===== src/rtl/msg_block_writer_if.sv =====
// Byte-stream input and block-memory write/handshake bundle for msg_block_writer.
// master is the writer side; slave is the byte source / memory / block consumer side.
interface msg_block_writer_if #(
    parameter int unsigned ADDR_WIDTH = 4
);
    logic [7:0]            in_data;
    logic                  in_valid;
    logic                  in_last;
    logic                  in_ready;
    logic [ADDR_WIDTH-1:0] waddr;
    logic [31:0]           wdata;
    logic                  wen;
    logic                  blk_valid;
    logic                  blk_last;
    logic                  blk_ack;

    modport master (
        input  in_data, in_valid, in_last, blk_ack,
        output in_ready, waddr, wdata, wen, blk_valid, blk_last
    );

    modport slave (
        output in_data, in_valid, in_last, blk_ack,
        input  in_ready, waddr, wdata, wen, blk_valid, blk_last
    );
endinterface


===== src/rtl/msg_block_writer.sv =====
// Packs a big-endian byte stream into 16x32-bit SHA-256 blocks, appending the 0x80 marker,
// zero fill and 64-bit bit length, and hands each finished block to a consumer.
module msg_block_writer #(
    parameter int unsigned ADDR_WIDTH = 4
) (
    input logic               clk,
    input logic               rst_n,
    msg_block_writer_if.master bus
);
    typedef enum logic [2:0] {StLoad, StPad80, StPadZ, StLen, StBlkWait} state_e;

    state_e      state_q;
    state_e      resume_q;
    logic [5:0]  bpos_q;
    logic [63:0] bitlen_q;
    // Only the three older bytes need storing; the newest byte is merged on the fly.
    logic [23:0] packer_q;
    logic        last_pend_q;

    logic        emit;
    logic [7:0]  emit_byte;
    state_e      after_emit;
    logic [31:0] packed_word;
    logic        blk_end;

    always_comb begin
        emit       = 1'b0;
        emit_byte  = 8'h00;
        after_emit = state_q;
        unique case (state_q)
            StLoad: begin
                emit       = bus.in_valid && bus.in_ready;
                emit_byte  = bus.in_data;
                after_emit = bus.in_last ? StPad80 : StLoad;
            end
            StPad80: begin
                emit       = 1'b1;
                emit_byte  = 8'h80;
                after_emit = StPadZ;
            end
            StPadZ: begin
                emit = (bpos_q != 6'd56);
            end
            StLen: begin
                emit      = 1'b1;
                // bpos 56..63 selects length bytes 7..0, most significant first
                emit_byte = bitlen_q[{~bpos_q[2:0], 3'b000} +: 8];
            end
            default: ;
        endcase
    end

    assign packed_word = {packer_q, emit_byte};
    assign blk_end     = emit && (bpos_q == 6'd63);

    always_ff @(posedge clk) begin
        if (!rst_n) begin
            state_q       <= StLoad;
            resume_q      <= StLoad;
            bpos_q        <= 6'd0;
            bitlen_q      <= 64'd0;
            packer_q      <= 24'd0;
            last_pend_q   <= 1'b0;
            bus.in_ready  <= 1'b0;
            bus.waddr     <= '0;
            bus.wdata     <= 32'd0;
            bus.wen       <= 1'b0;
            bus.blk_valid <= 1'b0;
            bus.blk_last  <= 1'b0;
        end else begin
            bus.wen <= 1'b0;

            if (emit) begin
                packer_q <= packed_word[23:0];
                bpos_q   <= bpos_q + 6'd1;
                if (bpos_q[1:0] == 2'd3) begin
                    bus.wen   <= 1'b1;
                    bus.waddr <= ADDR_WIDTH'(bpos_q[5:2]);
                    bus.wdata <= packed_word;
                end
            end

            unique case (state_q)
                StLoad: begin
                    bus.in_ready <= !(emit && (bus.in_last || blk_end));
                    if (emit) begin
                        bitlen_q <= bitlen_q + 64'd8;
                    end
                end
                StPadZ: begin
                    if (!emit) begin
                        state_q <= StLen;
                    end
                end
                StBlkWait: begin
                    // First cycle here is the word-15 write; blk_valid follows it.
                    if (!bus.blk_valid) begin
                        bus.blk_valid <= 1'b1;
                        bus.blk_last  <= last_pend_q;
                    end else if (bus.blk_ack) begin
                        bus.blk_valid <= 1'b0;
                        bus.blk_last  <= 1'b0;
                        bpos_q        <= 6'd0;
                        if (bus.blk_last) begin
                            bitlen_q     <= 64'd0;
                            state_q      <= StLoad;
                            bus.in_ready <= 1'b1;
                        end else begin
                            state_q      <= resume_q;
                            bus.in_ready <= (resume_q == StLoad);
                        end
                    end
                end
                default: ;
            endcase

            if (blk_end) begin
                state_q     <= StBlkWait;
                resume_q    <= after_emit;
                last_pend_q <= (state_q == StLen);
            end else if (emit) begin
                state_q <= after_emit;
            end
        end
    end
endmodule


===== src/flat_wrapper.sv =====
// flat-port wrapper written by rule: the top's interface ports become plain ports
module msg_block_writer_flat 
#(
    parameter int unsigned ADDR_WIDTH = 4
)
  (clk, rst_n, bus_in_data, bus_in_valid, bus_in_last, bus_blk_ack, bus_in_ready, bus_waddr, bus_wdata, bus_wen, bus_blk_valid, bus_blk_last);
  msg_block_writer_if #(.ADDR_WIDTH(ADDR_WIDTH)) bus_i ();
  input logic clk;
  input logic rst_n;
  input wire logic [$bits(bus_i.in_data)-1:0] bus_in_data;
  input wire logic [$bits(bus_i.in_valid)-1:0] bus_in_valid;
  input wire logic [$bits(bus_i.in_last)-1:0] bus_in_last;
  input wire logic [$bits(bus_i.blk_ack)-1:0] bus_blk_ack;
  output wire logic [$bits(bus_i.in_ready)-1:0] bus_in_ready;
  output wire logic [$bits(bus_i.waddr)-1:0] bus_waddr;
  output wire logic [$bits(bus_i.wdata)-1:0] bus_wdata;
  output wire logic [$bits(bus_i.wen)-1:0] bus_wen;
  output wire logic [$bits(bus_i.blk_valid)-1:0] bus_blk_valid;
  output wire logic [$bits(bus_i.blk_last)-1:0] bus_blk_last;
  assign bus_i.in_data = bus_in_data;
  assign bus_i.in_valid = bus_in_valid;
  assign bus_i.in_last = bus_in_last;
  assign bus_i.blk_ack = bus_blk_ack;
  assign bus_in_ready = bus_i.in_ready;
  assign bus_waddr = bus_i.waddr;
  assign bus_wdata = bus_i.wdata;
  assign bus_wen = bus_i.wen;
  assign bus_blk_valid = bus_i.blk_valid;
  assign bus_blk_last = bus_i.blk_last;
  msg_block_writer #(.ADDR_WIDTH(ADDR_WIDTH)) u_core (.clk(clk), .rst_n(rst_n), .bus(bus_i));
endmodule

===== config.mk =====
export PLATFORM = sky130hd
export DESIGN_NAME = msg_block_writer_flat
export DESIGN_NICKNAME = d
export VERILOG_FILES = /design/src/rtl/msg_block_writer_if.sv /design/src/rtl/msg_block_writer.sv /design/src/flat_wrapper.sv
export SDC_FILE = /design/constraint.sdc
export NUM_CORES = 1
export LEC_CHECK = 0
export ABC_AREA = 1
export BUFFER_PORTS_ARGS = -buffer_cell sky130_fd_sc_hd__buf_2
export CORE_MARGIN = 10
export CORE_UTILIZATION = 48
export DETAILED_ROUTE_END_ITERATION = 10
export GPL_TIMING_DRIVEN = 1
export PLACE_DENSITY = 0.65
export SETUP_SLACK_MARGIN = 0.02
export SLEW_MARGIN = 20
export SYNTH_ARGS = -nofsm -noshare
export SYNTH_HDL_FRONTEND = slang
export SYNTH_SLANG_ARGS = --single-unit

===== constraint.sdc =====
create_clock -name clk -period 1.95 [get_ports clk]
set_input_delay 0.39 -clock clk [delete_from_list [all_inputs] [get_ports clk]]
set_output_delay 0.39 -clock clk [all_outputs]
set_load 0.03 [all_outputs]

## Word-level counts from Yosys, hierarchy flattened

Cells that the tools add are included.

| operators by class | value |
|---|---|
| add/subtract/negate cells | 2 |
| bitwise gates (word level) | 2 |
| eq/ne operators | 16 |
| mux-type cells | 28 |
| reductions and logical operators | 19 |
| shifts and indexed selects | 1 |

Operator list:

| operator | count |
|---|---|
| two-way mux 64 bit | 4 |
| one-hot mux 64 bit (2 select lines) | 1 |
| adder 64 x 4 -> 64 bit, second input constant | 1 |
| indexed part select 64 x 7 -> 8 bit | 1 |
| two-way mux 6 bit | 4 |
| one-hot mux 8 bit (3 select lines) | 1 |
| two-way mux 3 bit | 5 |
| one-hot mux 3 bit (2 select lines) | 2 |
| two-way mux 1 bit | 9 |
| AND reduction 3 bit | 3 |
| adder 6 x 1 -> 6 bit, second input constant | 1 |
| equality test 3 x 2 -> 1 bit, second input constant | 2 |
| equality test 6 bit, second input constant | 1 |
| logical NOT 3 bit | 2 |
| != test 2 x 1 -> 1 bit, second input constant | 3 |
| != test 6 bit, second input constant | 1 |
| AND reduction 2 bit | 3 |
| AND reduction 5 bit | 1 |
| != test 2 bit, second input constant | 2 |
| != test 4 x 1 -> 1 bit, second input constant | 1 |
| != test 4 x 2 -> 1 bit, second input constant | 1 |
| nonzero test 4 bit | 1 |
| OR reduction 2 bit | 2 |
| equality test 3 x 1 -> 1 bit, second input constant | 1 |
| 13 further kinds | 15 |

| storage, ports and cells | value |
|---|---|
| input port bits | 13 |
| register bits | 141 |

## Longest topological paths before layout

| depth | value |
|---|---|
| depth in word-level cells | 8 |
| depth in mapped cells | 13 |
| mapped depth without buffers | 11 |

## Worst setup path after synthesis

Ideal clock, no wire load.

| timing path | value |
|---|---|
| path type | register to register |
| from | register u_core.bpos_q[0] |
| to | register u_core.bpos_q[2] |
| arrival | 1.759 ns |
| stages on the path, launching flop included | 14 |
| path slack | 0.071 ns |
| setup time | 0.121 ns |
| data required time | 1.829 ns |
| path through | dfxtp_1 clkinv_1 clkbuf_1 ha_1 nand4_1 nand2_1 nand3_4 nand2_4 buf_6 inv_2 buf_6 nand2_2 nand2_1 a21oi_2 |

| on the way | value |
|---|---|
| word-level cells in the longest chain between the ends | 6 |
| elaborated cells on any way between the ends | 7 |
| those cells by class | add/sub (1); eq/ne (1); mux (5) |

Ends and longest elaborated chain:

| element | RTL line | RTL |
|---|---|---|
| start: declaration | msg_block_writer.sv:14 | `logic [5:0] bpos_q;` |
| start signal: assignment | msg_block_writer.sv:75 | `bpos_q <= bpos_q + 6'd1;` |
| branches (longest 2 deep; another with adder 6 x 1 -> 6 bit) | - |  |
| two-way mux 6 bit * | msg_block_writer.sv:73 | `if (emit) begin` |
| two-way mux 6 bit | msg_block_writer.sv:100 | `end else if (bus.blk_ack) begin` |
| two-way mux 6 bit | msg_block_writer.sv:97 | `if (!bus.blk_valid) begin` |
| two-way mux 6 bit * | msg_block_writer.sv:83 | `unique case (state_q)` |

Every way passes the cells marked *.
A chain may end at the register's enable or synchronous reset.

## Final worst setup path

| timing path | value |
|---|---|
| from | register u_core.bitlen_q[4] |
| to | register u_core.bitlen_q[61] |

| on the way | value |
|---|---|
| word-level cells in the longest chain between the ends | 3 |

Ends and longest elaborated chain:

| element | RTL line | RTL |
|---|---|---|
| start: declaration | msg_block_writer.sv:15 | `logic [63:0] bitlen_q;` |
| start signal: assignment | msg_block_writer.sv:87 | `bitlen_q <= bitlen_q + 64'd8;` |
| adder 64 x 4 -> 64 bit | msg_block_writer.sv:87 |  |
| two-way mux 64 bit | msg_block_writer.sv:86 | `if (emit) begin` |
| one-hot mux 64 bit (2 select lines) | msg_block_writer.sv:83 |  |

No other way between the ends. The select of a mux whose other input is x is not followed.

==> results.toml <==
[routing]
wire_per_inst_um = 14.9
drtIter0Drc = 624
vias = 7286
final_antenna_net_count = 0
viasPerCell = 5.23
dr.pass1.iters = 5
drc = 0
wirelength_um = 20700

[logic_synthesis]
syn_area_um2 = 7320
seq_area_frac_synth_pct = 37.8
synth.top_cell.area_share_pct = 37.8
synth_edf_count = 0
synth_seq_cells = 138
synth_area_leaders = "dfxtp_1 (38%), nand2_1 (13%), nor2_1 (9.9%)"
ys_warn_count = 0
synth_cells = 1125
avgSynthCellArea_um2 = 6.50
synth_most_common_cell = "nand2_1"
synth_fp_nets = 1141
ys_async_sr_fraction_pct = 0
yosysUniqueCellTypes = 40
synth_common_cells = "nand2_1 (253), nor2_1 (192), dfxtp_1 (138)"
synth_top_area_cell = "dfxtp_1"
ys.flop_type = "dfxtp_1"

[clock_network]
root_buffer = "clkbuf_16"
cts_sinks = 138
ctsHoldBuffers = 0
cts_max_level = 4
clock_latency_ns = 0.44
clkTransAtPathRegs_ns = 0.06
cts_tree = "yes"
clock_path_buffers = 2
cts_buffers = 17

[sta]
final.setup.tns_ns = 0
finalHoldViolCount = 0
setup_violations = 0
worst_pin_slew_ns = 0.397
finClkSkew_ns = 0.0196
maxSlewHeadroom_pct = 73.3
worst_slack_ns = 0.126
rsz0062_at_grt = "true"
max_freq_ghz = 0.548
min_period_ns = 1.82
final_max_slew_viol_count = 0
period_share_pct = 93.5

[placed_design]
dpl.hpwl_um = 15400
numPortBuffers = 52
gp_congestion = 0.903
dp_slack_ns = 0.0943

[finish]
diodes = 0
fin_nets = 1209
drive_gt1_share_pct = 14.3
utilization_pct = 56.3
area_growth_pct = 16.2

[grt]
grt_use_total_pct = 20.6
overflow = 0
grt_max_degree = 44
grt_pass1_vias = 6666
grt_pass1_wl_um = 34100
antenna_found_initial = 0

[worst_setup_path]
crit_family = "simple AND/OR/NAND/NOR gates"
cp-end-kind = "register"
path_cells = "ha_1, inv_1, nor2_4, nand3_1, nor2_1, nand3_1, nor2_1, a21oi_1, nor2_1"
cp.buffers_inverters = 1
crit_path_frequent_cell = "nor2_1"
slowest_delay_ns = 0.39
worstSetupPathType = "reg2reg"
crit_arrival_ns = 2.18
r2r_start = "u_core.bitlen_q[4]$_SDFFE_PN0P_"
cp_max_fo = 4
required_ns = 2.31
crit_path_top_delay_cell = "dfxtp_1"
startpoint = "u_core.bitlen_q[4]$_SDFFE_PN0P_"
worstSetupStartpointType = "register"

[floorplan]
die_area_um2 = 20600
dieWidth_um = 143
num_io_pins = 53
core_um2 = 15100
initial_core_util_pct = 48.5
rows = 45
die_h_um = 143

[flow_run]
drv_cap = 0

[power_and_ir_drop]
p_comb_share_pct = 33.9
p_leak_nw = 3.52
ir_drop_mv = 0.698
switching_power_w = 0.00374
p_int_w = 0.00589
swShare_pct = 38.8
pwr-share-seq_pct = 34.9
power_frac_clock_pct = 31.2
p_per_area_nw_per_um2 = 1130

[status]
status = "completed"

[min_path]
hold_start = "bus_in_last"
hold_path_class = "in2reg"
power by group through the flow:
stage	registers [W]	logic, W	clock network, W
floorplan	0.00352	0.00213	0
global placement	0.00341	0.00319	0
detailed placement	0.00342	0.00322	0
CTS	0.00336	0.00323	0.00306
global route	0.00340	0.00364	0.00318
finish	0.00336	0.00327	0.00300
flip-flops by register name (all words and copies together), names as in the netlist, 3 cells and up:
register and cells:
u_core.bitlen_q 61, u_core.bpos_q 6, u_core.bus.waddr 4, u_core.bus.wdata 32
u_core.packer_q 24, u_core.resume_q 3, u_core.state_q 3
layer usage:
metal | part of all wire, % | vias up | GRT usage [%] | routed length, um
li1 | - | 3776 | - | -
met1 | 49 | 3220 | 28.2 | 10000
met2 | 43 | 249 | 31.1 | 8850
met3 | 6.6 | 41 | 4.62 | 1370
met4 | 2.2 | 0 | 7.31 | 451
met5 | 0 | - | 0 | 0
repair_timing:
item	4_1_cts	5_1_grt
setup endpoints to repair	0	22
setup buffers	0	1
gates resized for setup	0	11
through the flow:
stage	power, W	std cells	hold slack [ns]	area (um2)
floorplan	0.00565	1125	0.430	7320
global placement	0.00660	1361	0.445	7910
detailed placement	0.00663	1361	0.449	7910
CTS	0.00965	1393	0.236	8450
global route	0.0102	1394	0.269	8500
finish	0.00962	1394	0.247	8500
tightest hold or removal path: stages:
cell	delay, ns
buf_2	0.09
nand2_1	0.05
nand2_1	0.04
o21ai_0	0.06
final timing paths:
path | end | slack (ns) | depth (start not counted)
min | u_core.bus.in_ready$_SDFFE_PN0P_ | 0.25 | 4
max reg2reg | u_core.bitlen_q[61]$_SDFFE_PN0P_ | 0.13 | 9
min reg2reg | u_core.resume_q[2]$_SDFFE_PN0P_ | 0.46 | 2
max | u_core.bitlen_q[61]$_SDFFE_PN0P_ | 0.13 | 9
layout by cell type, fill, tap and decap left out, types with 2 or more instances in the layout:
master,Yosys,layout
a31oi_1,2,2
nand3_4,4,4
buf_12,0,4
inv_6,0,5
a211oi_1,8,8
inv_2,8,7
nor3_1,20,20
clkinv_1,2,2
nand2_2,8,8
nor2_2,8,13
nor2_1,192,185
and2_1,2,2
and3_1,2,2
nor2_4,7,9
inv_1,127,127
buf_2,15,52
o21bai_1,2,2
o21ai_1,14,14
nand3_1,99,99
ha_1,3,3
buf_4,3,34
o21ai_0,62,62
a21oi_1,61,61
nand4_1,35,35
clkinvlp_4,0,2
clkbuf_16,0,17
clkbuf_1,12,2
clkinv_4,0,4
o211ai_1,11,11
a21oi_2,4,4
nand2_4,2,2
dfxtp_1,138,138
nand2_1,253,253
logic make-up (layout without fill, tap and decap cells):
family / after synthesis / in the layout / synth area share [%]
xor gates and xnor gates: 1 / 1 / 0.120
DFF: 138 / 138 / 37.8
adders and majority gates: 3 / 3 / 0.513
AOI/OAI and AO/OA: 166 / 166 / 12.5
buffers and inverters: 178 / 259 / 10.1
and+or+nand+nor: 639 / 639 / 39.1
final cells by class:
cell class	count	area, um2
Timing Repair Buffer	90	596
Clock buffer	19	433
Fill cell	1482	6590
Inverter	137	517
Sequential cell	138	2760
Clock inverter	13	110
Multi-Input combinational cell	809	3840
Tap cell	188	235
(Power assumes the default switching activity.)
